$ cat src/rtl/cpu_types_pkg.sv
// Shared types and constants for the pipeline hazard/halt sequencer.
package cpu_types_pkg;

  typedef enum logic [1:0] {
    RUN      = 2'd0,
    LU_STALL = 2'd1,
    DRAIN    = 2'd2,
    HALTED   = 2'd3
  } seq_state_t;

  localparam int unsigned DRAIN_CYCLES_DEF = 3;
  localparam int unsigned DRAIN_CNT_W      = 4;
  localparam int unsigned PERF_W           = 32;

  // A load in ID/EX whose destination feeds an IF/ID source; r0 never hazards.
  function automatic logic load_use(input logic       dren,
                                    input logic [4:0] ex_rt,
                                    input logic [4:0] id_rs,
                                    input logic [4:0] id_rt);
    return dren && (ex_rt != 5'd0) && ((ex_rt == id_rs) || (ex_rt == id_rt));
  endfunction

endpackage

$ cat src/rtl/sat_counter.sv
// Saturating up-counter with synchronous clear (clear wins over enable).
module sat_counter #(
  parameter int unsigned W = 32
) (
  input  logic         clk_i,
  input  logic         clr_i,
  input  logic         en_i,
  output logic [W-1:0] cnt_o
);

  logic [W-1:0] cnt_q, cnt_d;

  always_comb begin
    cnt_d = cnt_q;
    if (clr_i)                     cnt_d = '0;
    else if (en_i && ~&cnt_q)      cnt_d = cnt_q + 1'b1;
  end

  always_ff @(posedge clk_i) cnt_q <= cnt_d;

  assign cnt_o = cnt_q;

endmodule

$ cat src/rtl/pipeline_sequencer.sv
// Pipeline stall/flush/halt sequencer for a 5-stage pipeline.
// Define PIPE_PERF_EN to add stall_cycles/flush_events performance counters.
module pipeline_sequencer
  import cpu_types_pkg::*;
#(
  parameter int unsigned DRAIN_CYCLES = DRAIN_CYCLES_DEF
) (
  input  logic        CLK,
  input  logic        nRST,
  input  logic        ihit,
  input  logic        dmem_req,
  input  logic        dhit,
  input  logic [4:0]  ifid_rs,
  input  logic [4:0]  ifid_rt,
  input  logic [4:0]  idex_rt,
  input  logic        idex_dREN,
  input  logic        branch_taken,
  input  logic        halt,
  output logic        pc_en,
  output logic        ifid_en,
  output logic        idex_en,
  output logic        exmem_en,
  output logic        memwb_en,
  output logic        ifid_flush,
  output logic        idex_flush,
`ifdef PIPE_PERF_EN
  output logic [31:0] stall_cycles,
  output logic [31:0] flush_events,
`endif
  output logic        halted
);

  seq_state_t             state_q, state_d;
  logic [DRAIN_CNT_W-1:0] cnt_q, cnt_d;
  logic                   freeze, lu;

  assign freeze = dmem_req & ~dhit;
  assign lu     = load_use(idex_dREN, idex_rt, ifid_rs, ifid_rt);

  always_comb begin
    state_d    = state_q;
    cnt_d      = cnt_q;
    pc_en      = 1'b1;
    ifid_en    = 1'b1;
    idex_en    = 1'b1;
    exmem_en   = 1'b1;
    memwb_en   = 1'b1;
    ifid_flush = 1'b0;
    idex_flush = 1'b0;

    if (state_q == HALTED || freeze) begin
      {pc_en, ifid_en, idex_en, exmem_en, memwb_en} = '0;
    end else if (state_q == DRAIN) begin
      pc_en      = 1'b0;
      ifid_flush = 1'b1;
      idex_flush = 1'b1;
      if (cnt_q == '0) state_d = HALTED;
      else             cnt_d   = cnt_q - 1'b1;
    end else if (halt) begin
      pc_en      = 1'b0;
      ifid_flush = 1'b1;
      idex_flush = 1'b1;
      state_d    = DRAIN;
      cnt_d      = DRAIN_CNT_W'(DRAIN_CYCLES - 1);
    end else if (branch_taken) begin
      ifid_flush = 1'b1;
      idex_flush = 1'b1;
      state_d    = RUN;
    end else if (state_q == LU_STALL) begin
      // The stall cycle lets the load reach MEM; the hazard is gone next cycle.
      state_d = RUN;
    end else if (lu) begin
      pc_en      = 1'b0;
      ifid_en    = 1'b0;
      idex_flush = 1'b1;
      state_d    = LU_STALL;
    end else if (!ihit) begin
      pc_en      = 1'b0;
      ifid_flush = 1'b1;
    end
  end

  always_ff @(posedge CLK) begin
    if (!nRST) begin
      state_q <= RUN;
      cnt_q   <= '0;
    end else begin
      state_q <= state_d;
      cnt_q   <= cnt_d;
    end
  end

  assign halted = (state_q == HALTED);

`ifdef PIPE_PERF_EN
  logic stall_inc, flush_inc;

  assign stall_inc = ~pc_en & (state_q != HALTED);
  assign flush_inc = (state_q == RUN || state_q == LU_STALL) & ~freeze & ~halt & branch_taken;

  sat_counter #(.W(PERF_W)) u_stall_cnt (
    .clk_i (CLK),
    .clr_i (~nRST),
    .en_i  (stall_inc),
    .cnt_o (stall_cycles)
  );

  sat_counter #(.W(PERF_W)) u_flush_cnt (
    .clk_i (CLK),
    .clr_i (~nRST),
    .en_i  (flush_inc),
    .cnt_o (flush_events)
  );
`endif

endmodule

$ cat config.mk
export PLATFORM = sky130hd
export DESIGN_NAME = pipeline_sequencer
export DESIGN_NICKNAME = d
export VERILOG_FILES = /design/src/rtl/cpu_types_pkg.sv /design/src/rtl/sat_counter.sv /design/src/rtl/pipeline_sequencer.sv
export SDC_FILE = /design/constraint.sdc
export NUM_CORES = 1
export LEC_CHECK = 0
export CORE_MARGIN = 2
export CORE_UTILIZATION = 41
export CTS_CLUSTER_DIAMETER = 50
export CTS_CLUSTER_SIZE = 12
export DETAILED_ROUTE_END_ITERATION = 10
export MAX_ROUTING_LAYER = met4
export PLACE_DENSITY = 0.83
export SLEW_MARGIN = 15
export SYNTH_ARGS = -nofsm -noshare
export SYNTH_HDL_FRONTEND = slang
export SYNTH_HIERARCHICAL = 1
export SYNTH_SLANG_ARGS = --single-unit
$ cat constraint.sdc
create_clock -name CLK -period 3.4 [get_ports CLK]
set_clock_uncertainty 0.1 [all_clocks]
set_input_delay 0.34 -clock CLK [delete_from_list [all_inputs] [get_ports CLK]]
set_output_delay 0.34 -clock CLK [all_outputs]
set_load 0.005 [all_outputs]
Word-level counts from Yosys, hierarchy flattened
Index checks and enable logic that the tools add are counted.

storage, ports and cells
  register bits after elaboration = 6
  input bits = 23
  output and inout port bits = 8
  logic and storage cells = 59

operators by class
  add/subtract/negate cells = 1
  eq/ne operators = 7
  mux-type cells = 36
  bitwise logic cells = 3
  reduce and logical (&&, ||, !) cells = 10

operator list
  kind                                                  number
  two-way mux 1 bit                                     27
  two-way mux 2 bit                                     6
  two-way mux 4 bit                                     3
  equality test 5 bit                                   2
  nonzero test 5 bit                                    2
  AND reduction 3 bit                                   2
  equality test 2 bit (second input constant)           2
  zero test 4 bit                                       1
  subtractor 4 x 1 -> 4 bit (second input constant)     1
  equality test 2 x 1 -> 1 bit (second input constant)  1
  logical AND 1 bit                                     2
  logical OR 1 bit                                      2
  != test 2 x 1 -> 1 bit (second input constant)        1
  != test 2 bit (second input constant)                 1
  NOT 1 bit                                             2
  nonzero test 2 bit                                    1
  AND 1 bit                                             1

Depth between registers and ports, before layout
Gate-level depths: netlist of the first run.

  word-level depth = 9
  depth in mapped cells = 6
  gate-level depth less buffers = 6

Least setup slack after synthesis of the first run
Ideal clock, no wire load.

  path type = input-to-output
  start = input idex_rt[1]
  end = output idex_flush
  arrival = 1.422 ns
  slack = 1.538 ns
  cell stages on the path = 4
  path buffers = 0
  cells stage by stage = or4_1 -> o21ai_0 -> a21oi_1 -> o311a_1

on the way
  word-level cells in the longest chain between the ends = 9
  elaborated cells on any way between the ends = 12
  classes of those cells = 2 x eq/ne; 6 x mux; 4 x reduce/logical

ends and longest elaborated chain
  item                                                       line                      text
  from (decl)                                                pipeline_sequencer.sv:15  input logic [4:0] idex_rt,
  equality test 5 bit or nonzero test 5 bit (tied branches)  cpu_types_pkg.sv:20       return dren && (ex_rt != 5'd0) && ((ex_rt == id_rs) || (ex_rt == id_rt));
  logical OR 1 bit or logical AND 1 bit (tied branches)      cpu_types_pkg.sv:20
  logical AND 1 bit *                                        cpu_types_pkg.sv:20
  two-way mux 1 bit *                                        pipeline_sequencer.sv:72  end else if (lu) begin
  two-way mux 1 bit *                                        pipeline_sequencer.sv:69  end else if (state_q == LU_STALL) begin
  two-way mux 1 bit *                                        pipeline_sequencer.sv:65  end else if (branch_taken) begin
  two-way mux 1 bit *                                        pipeline_sequencer.sv:59  end else if (halt) begin
  two-way mux 1 bit *                                        pipeline_sequencer.sv:53  end else if (state_q == DRAIN) begin
  two-way mux 1 bit *                                        pipeline_sequencer.sv:51  if (state_q == HALTED || freeze) begin
  to (decl)                                                  pipeline_sequencer.sv:25  output logic idex_flush,

Mark *: on every way between the ends. The rest lies on a longest branch, timed or not.

Worst setup path in the final report of the first run
  start = input idex_rt[1]
  end = output ifid_flush

on the way
  word-level cells in the longest chain between the ends = 9
  elaborated cells on any way between the ends = 12
  classes of those cells = 2 x eq/ne; 6 x mux; 4 x reduce/logical

ends and longest elaborated chain
  item                                                       line                      text
  equality test 5 bit or nonzero test 5 bit (tied branches)  cpu_types_pkg.sv:20
  logical OR 1 bit or logical AND 1 bit (tied branches)      cpu_types_pkg.sv:20
  logical AND 1 bit *                                        cpu_types_pkg.sv:20
  two-way mux 1 bit *                                        pipeline_sequencer.sv:72
  two-way mux 1 bit *                                        pipeline_sequencer.sv:69
  two-way mux 1 bit *                                        pipeline_sequencer.sv:65
  two-way mux 1 bit *                                        pipeline_sequencer.sv:59
  two-way mux 1 bit *                                        pipeline_sequencer.sv:53
  two-way mux 1 bit *                                        pipeline_sequencer.sv:51
  to (decl)                                                  pipeline_sequencer.sv:24  output logic ifid_flush,

Marked as above.

==> results of run 1 <==
==> layer usage <==
metal	GRT usage [%]	part of all wire, %	wire length [um]	vias up
met1	17.3	42	582	289
met3	7.33	5.5	77	0
met2	27.2	52	728	23
met4	5.81	0	0	0
li1	-	-	-	333
met5	-	0	0	-
==> critical path, stage by stage <==
cell             delay (ps)
clkdlybuf4s50_1         460
or4_1                   520
o21ai_0                 160
a21oi_1                 110
o41ai_1                 270
clkdlybuf4s50_1         560
==> final timing paths <==
check | slack, ps | end | start | cells past startpoint
worst max register to register | 1630 | cnt_q[2]$_SDFFE_PN0P_ | cnt_q[0]$_SDFFE_PN0P_ | 6
worst max-delay path | 530 | ifid_flush | idex_rt[1] | 6
worst min-delay path | 410 | cnt_q[2]$_SDFFE_PN0P_ | cnt_q[2]$_SDFFE_PN0P_ | 2
worst min register to register | 410 | cnt_q[2]$_SDFFE_PN0P_ | cnt_q[2]$_SDFFE_PN0P_ | 2
==> cell type report <==
| class | count | area (sq um) |
|---|---|---|
| clock buffers | 3 | 22.5 |
| flip-flops and latches | 6 | 120 |
| well taps | 15 | 18.8 |
| fillers | 118 | 419 |
| inverters | 4 | 15.0 |
| repair buffers | 30 | 300 |
| multi-input cells | 64 | 422 |
==> Yosys cell counts, drive strengths merged (2+ instances only) <==
master / instances / area share, %
nor2: 9 / 5.7
dfxtp: 6 / 20
xor2: 6 / 8.9
o21ai: 5 / 4.2
buf: 4 / 5.3
inv: 4 / 2.5
nand2: 4 / 2.5
nand2b: 4 / 5.5
nor2b: 4 / 4.2
nor3: 4 / 3.4
xnor2: 4 / 5.9
nand3: 3 / 2.5
a21boi: 2 / 2.5
a21o: 2 / 2.5
a21oi: 2 / 1.7
ha: 2 / 4.2
or4: 2 / 2.5
==> power by group <==
| group | switching [mW] | internal, mW | leakage (nW) | total, mW |
|---|---|---|---|---|
| combinational | 0.0391 | 0.0616 | 0.292 | 0.101 |
| clock | 0.0274 | 0.0400 | 0.0138 | 0.0674 |
| sequential | 0.00672 | 0.0754 | 0.0492 | 0.0821 |
| total | 0.0732 | 0.177 | 0.355 | 0.250 |
==> registers in the layout, summed over array words and instances, names as in the netlist <==
register  flops
state_q       2
cnt_q         4
==> cells by family after synthesis <==
logic type / count (synthesis) / share of synthesized area (%)
AO/OA/AOI/OAI: 19 / 22.0
XOR/XNOR: 10 / 14.8
adder cells (fa/ha/maj): 2 / 4.23
buffers and inverters: 9 / 8.45
flip-flops: 6 / 20.3
multiplexers: 1 / 1.69
AND/OR/NAND/NOR: 32 / 28.5
==> qor.csv, run 1 <==
stage;metric;value;unit
cts;clk_pin_slew;50;ps
synthesis;synth_ff_type;dfxtp_1;
critical_path;cp_max_fo;5;
cts;postCtsHoldBufs;0;
final_layout;final_cell_mix;clkdlybuf4s50_1, nor2_1, xor2_1, dfxtp_1, o21ai_0;
cts;root_buffer;clkbuf_4;
route;drt_wl_total;1.39;mm
cts;post_cts_buffers;0;
synthesis;postSynthAreaPerCell;7.49;sq um
placement;placement.io_buffers;30;
power;ir_drop;0.000183;V
cts;clk_latency;250;ps
synthesis;syn-cell-area;592;sq um
power;fin_total_pwr;250;uW
synthesis;async_flop_share;0;%
timing;min_period;2870;ps
critical_path;end_kind;output port;
die;ios;31;
route;via_per_inst;5.29;
final_layout;final_cells;122;
timing;finalSetupTns;0;ps
timing;slew_violations;0;
timing;worstMarginPinSlew;381;ps
synthesis;synthesis.nets;104;
final_layout;fin_nets;134;
synthesis;postSynthCellCount;79;
cts;htree_levels;1;
synthesis;ys_seq_area_share;20.3;%
final_layout;final_util;68.2;%
critical_path;criticalPathCategory;input port to output port;
timing;slew_headroom;74.6;%
route;num_vias;645;
global_route;grt_pass1_wl;2.17;mm
route;drt-pass1-iter-count;4;
cts;clock_path_buffers;2;
timing;setup_viol;0;
final_layout;diodes;0;
placement;place_congestion;0.833;
route;wl_per_cell;11.4;um
final_layout;drive_above_1_share;3.74;%
global_route;antenna_found_initial;0;
global_route;globalRouteOverflowTotal;0;
synthesis;synth-seq-cells;6;
die;die_area;1760;sq um
critical_path;crit_required;2960;ps
synthesis;yosys_warnings;6;
die;initial_core_util;44.9;%
route;drt_iter0_markers;11;
timing;hold_ws;413;ps
final_layout;mostFrequentLayoutCell;clkdlybuf4s50_1;
die;core;1320;sq um
cts;cts.sinks;6;
die;die_h;42.0;um
critical_path;start_kind;input port;
power;powerDensity;279;nW/um^2
timing;period_share;84.4;%
timing;hold_viol_final;0;
final_layout;fin_area;898;sq um
flow_run;drv_cap;0;
critical_path;cp.arrival;2430;ps
die;num_rows;13;
synthesis;synth-edff-count;0;
placement;dpl.hpwl;1.15;mm
global_route;grt_pass1_vias;580;
cts;cts_made_buffers;3;
timing;worst_slack;530;ps
global_route;grt_util_all_layers;16.4;%
timing;grt_setup_unrepaired;no;
route;ant_nets;0;
placement;placedCellCount;119;
die;die_w;42.0;um
placement;place_area;876;sq um
worst_hold_path;hp-class;register to register;
global_route;grt_max_degree;11;
power;p_leak;0.355;nW
timing;fmax;348;MHz
placement;pre_cts_slack;507;ps
route;drc;0;
final_layout;area_growth_syn_to_layout;51.8;%
synthesis;synth.distinct_cells;33;
cts;cts_tree;built;
run_status;status;completed;
cts;cts-resized-gates;0;
Power figures use the tool's default switching activity.
==> run 2, diff against run 1 <==
--- a/config.mk
+++ b/config.mk
@@ -6,12 +6,12 @@
 export NUM_CORES = 1
 export LEC_CHECK = 0
 export CORE_MARGIN = 2
-export CORE_UTILIZATION = 41
+export CORE_UTILIZATION = 38
 export CTS_CLUSTER_DIAMETER = 50
 export CTS_CLUSTER_SIZE = 12
 export DETAILED_ROUTE_END_ITERATION = 10
 export MAX_ROUTING_LAYER = met4
-export PLACE_DENSITY = 0.83
+export PLACE_DENSITY = 0.78
 export SLEW_MARGIN = 15
 export SYNTH_ARGS = -nofsm -noshare
 export SYNTH_HDL_FRONTEND = slang
==> constraint.sdc (replaced) <==
create_clock -name CLK -period 2.85 [get_ports CLK]
set_clock_uncertainty 0.1 [all_clocks]
set_input_delay 0.285 -clock CLK [delete_from_list [all_inputs] [get_ports CLK]]
set_output_delay 0.285 -clock CLK [all_outputs]
set_load 0.005 [all_outputs]
==> run 2 against run 1 <==
Sequential share of layout area down 0.18 points; worst hold slack gained 18 ps; flip-flop and latch count did not move; global-route usage is 1.1 points higher; routed wire length is 5.3% higher; clock power grew 11%; setup slack worse by 380 ps; largest power group unchanged.
==> qor.csv, run 2 (synthesis gave the netlist of run 1 again) <==
stage;metric;value;unit
run_status;status;completed;
route;drt-pass1-iter-count;4;
die;ios;31;
global_route;globalRouteOverflowTotal;0;
final_layout;largest_reg_flops;4;
critical_path;cp_max_fo;5;
route;drt_iter0_markers;10;
power;p_leak;0.360;nW
die;initial_core_util;39.7;%
critical_path;rr_endpoint;cnt_q[2]$_SDFFE_PN0P_;
final_layout;top_register;cnt_q;
cts;root_buffer;clkbuf_4;
power;fin_total_pwr;294;uW
final_layout;fin_area;911;sq um
cts;cts.sinks;6;
critical_path;startpoint;idex_rt[2];
final_layout;final_cell_mix;clkdlybuf4s50_1, nor2_1, xor2_1, dfxtp_1;
placement;placement.io_buffers;30;
global_route;grt_max_degree;11;
cts;htree_levels;1;
final_layout;reg_top3;cnt_q x4, state_q x2;
critical_path;endpoint;ifid_flush;
critical_path;critPathBufInv;2;
critical_path;crit_family;buffers and inverters;
placement;dpl.hpwl;1.25;mm
timing;finalSetupTns;0;ps
critical_path;cpMostUsedCell;clkdlybuf4s50_1;
power;powerDensity;323;nW/um^2
die;num_rows;14;
timing;worstMarginPinSlew;354;ps
cts;clk_latency;240;ps
global_route;grt_pass1_wl;2.48;mm
critical_path;end_kind;output port;
route;wl_per_cell;11.8;um
critical_path;crit_required;2470;ps
final_layout;area_growth_syn_to_layout;53.9;%
timing;fmax;370;MHz
die;core;1490;sq um
route;via_per_inst;5.15;
power;ir_drop;0.000268;V
die;die_area;1890;sq um
final_layout;diodes;0;
placement;place_area;885;sq um
critical_path;r2r_cells;5;
timing;slew_violations;0;
cts;cts_made_buffers;3;
die;die_w;43.5;um
critical_path;start_kind;input port;
placement;place_congestion;0.841;
flow_run;drv_cap;0;
critical_path;crit-reg2reg-launch;state_q[1]$_SDFFE_PN0P_;
worst_hold_path;hp-class;register to register;
global_route;grt_pass1_vias;579;
cts;clock_path_buffers;2;
final_layout;fillCellCount;129;
timing;slew_headroom;76.4;%
cts;postCtsHoldBufs;0;
timing;hold_viol_final;0;
cts;post_cts_buffers;0;
critical_path;cp_num_cells;6;
global_route;antenna_found_initial;0;
timing;period_share;94.8;%
timing;min_period;2700;ps
die;die_h;43.5;um
critical_path;slowest_stage;clkdlybuf4s50_1;
route;drt_wl_total;1.46;mm
critical_path;max_stage_delay;570;ps
global_route;grt_util_all_layers;17.6;%
route;ant_nets;0;
critical_path;cp_cell_sequence;clkdlybuf4s50_1 > or4_1 > o21ai_1 > a21oi_2 > o41ai_1 > clkdlybuf4s50_1;
timing;grt_setup_unrepaired;no;
final_layout;mostFrequentLayoutCell;clkdlybuf4s50_1;
cts;cts_tree;built;
route;drc;0;
cts;clk_pin_slew;40;ps
critical_path;cp.arrival;2320;ps
timing;setup_viol;0;
critical_path;criticalPathCategory;input port to output port;
route;num_vias;638;
timing;hold_ws;431;ps
final_layout;drive_above_1_share;5.56;%
final_layout;final_util;61.2;%
final_layout;fin_nets;135;
critical_path;ff2ff_setup_slack;1130;ps
-- run 2: layer usage --
| metal | vias to the layer above | routed length [um] | GRT usage, % |
|---|---|---|---|
| met4 | 0 | 0 | 2.42 |
| met1 | 287 | 705 | 23.7 |
| li1 | 337 | - | - |
| met5 | - | 0 | - |
| met3 | 0 | 77 | 4.17 |
| met2 | 14 | 680 | 27.5 |
-- run 2: repair_timing --
item,4_1_cts,5_1_grt
endpoints found under the setup margin,0,1
resized for setup,0,2
hold endpoints to repair,0,0
-- run 2: metrics by stage --
| step | setup WS [ps] | instances |
|---|---|---|
| global placement | 146 | 121 |
| floorplan | 1100 | 79 |
| CTS | 69.6 | 124 |
| detailed placement | 74.0 | 121 |
| global route | 24.7 | 124 |
| finish | 148 | 124 |
-- run 2: worst reg2reg max path, delay by kind of cell, from the launching register on --
| family | cells | cell delay (ps) |
|---|---|---|
| AO/OA/AOI/OAI | 3 | 530 |
| AND/OR/NAND/NOR | 2 | 490 |
| flip-flops | 1 | 520 |
-- run 2: final cells by class --
| cell class | count | area, sq um | share of cell area (%) |
|---|---|---|---|
| multi-input cells | 64 | 425 | 46.7 |
| repair buffers | 31 | 308 | 33.8 |
| flip-flops and latches | 6 | 120 | 13.2 |
| clock buffers | 3 | 22.5 | 2.47 |
| well taps | 16 | 20.0 | 2.20 |
| inverters | 4 | 15.0 | 1.65 |
-- run 2: power by group --
part | internal [mW] | leakage [nW] | switching (mW) | total (mW)
Combinational | 0.0743 | 0.297 | 0.0478 | 0.122
Clock | 0.0474 | 0.0138 | 0.0271 | 0.0745
Sequential | 0.0901 | 0.0492 | 0.00778 | 0.0979
Total | 0.212 | 0.360 | 0.0827 | 0.294
-- run 2: how the worst min path moves through the flow --
| stage | end | start | cells past startpoint | slack, ps |
|---|---|---|---|---|
| after floorplan | cnt_q[3]$_SDFFE_PN0P_ | nRST | 1 | 300 |
| after global placement | cnt_q[2]$_SDFFE_PN0P_ | cnt_q[2]$_SDFFE_PN0P_ | 2 | 400 |
| after detailed placement | cnt_q[2]$_SDFFE_PN0P_ | cnt_q[2]$_SDFFE_PN0P_ | 2 | 410 |
| after CTS | cnt_q[2]$_SDFFE_PN0P_ | cnt_q[2]$_SDFFE_PN0P_ | 2 | 420 |
| after global routing | cnt_q[2]$_SDFFE_PN0P_ | cnt_q[2]$_SDFFE_PN0P_ | 2 | 490 |
| final | cnt_q[2]$_SDFFE_PN0P_ | cnt_q[2]$_SDFFE_PN0P_ | 2 | 430 |
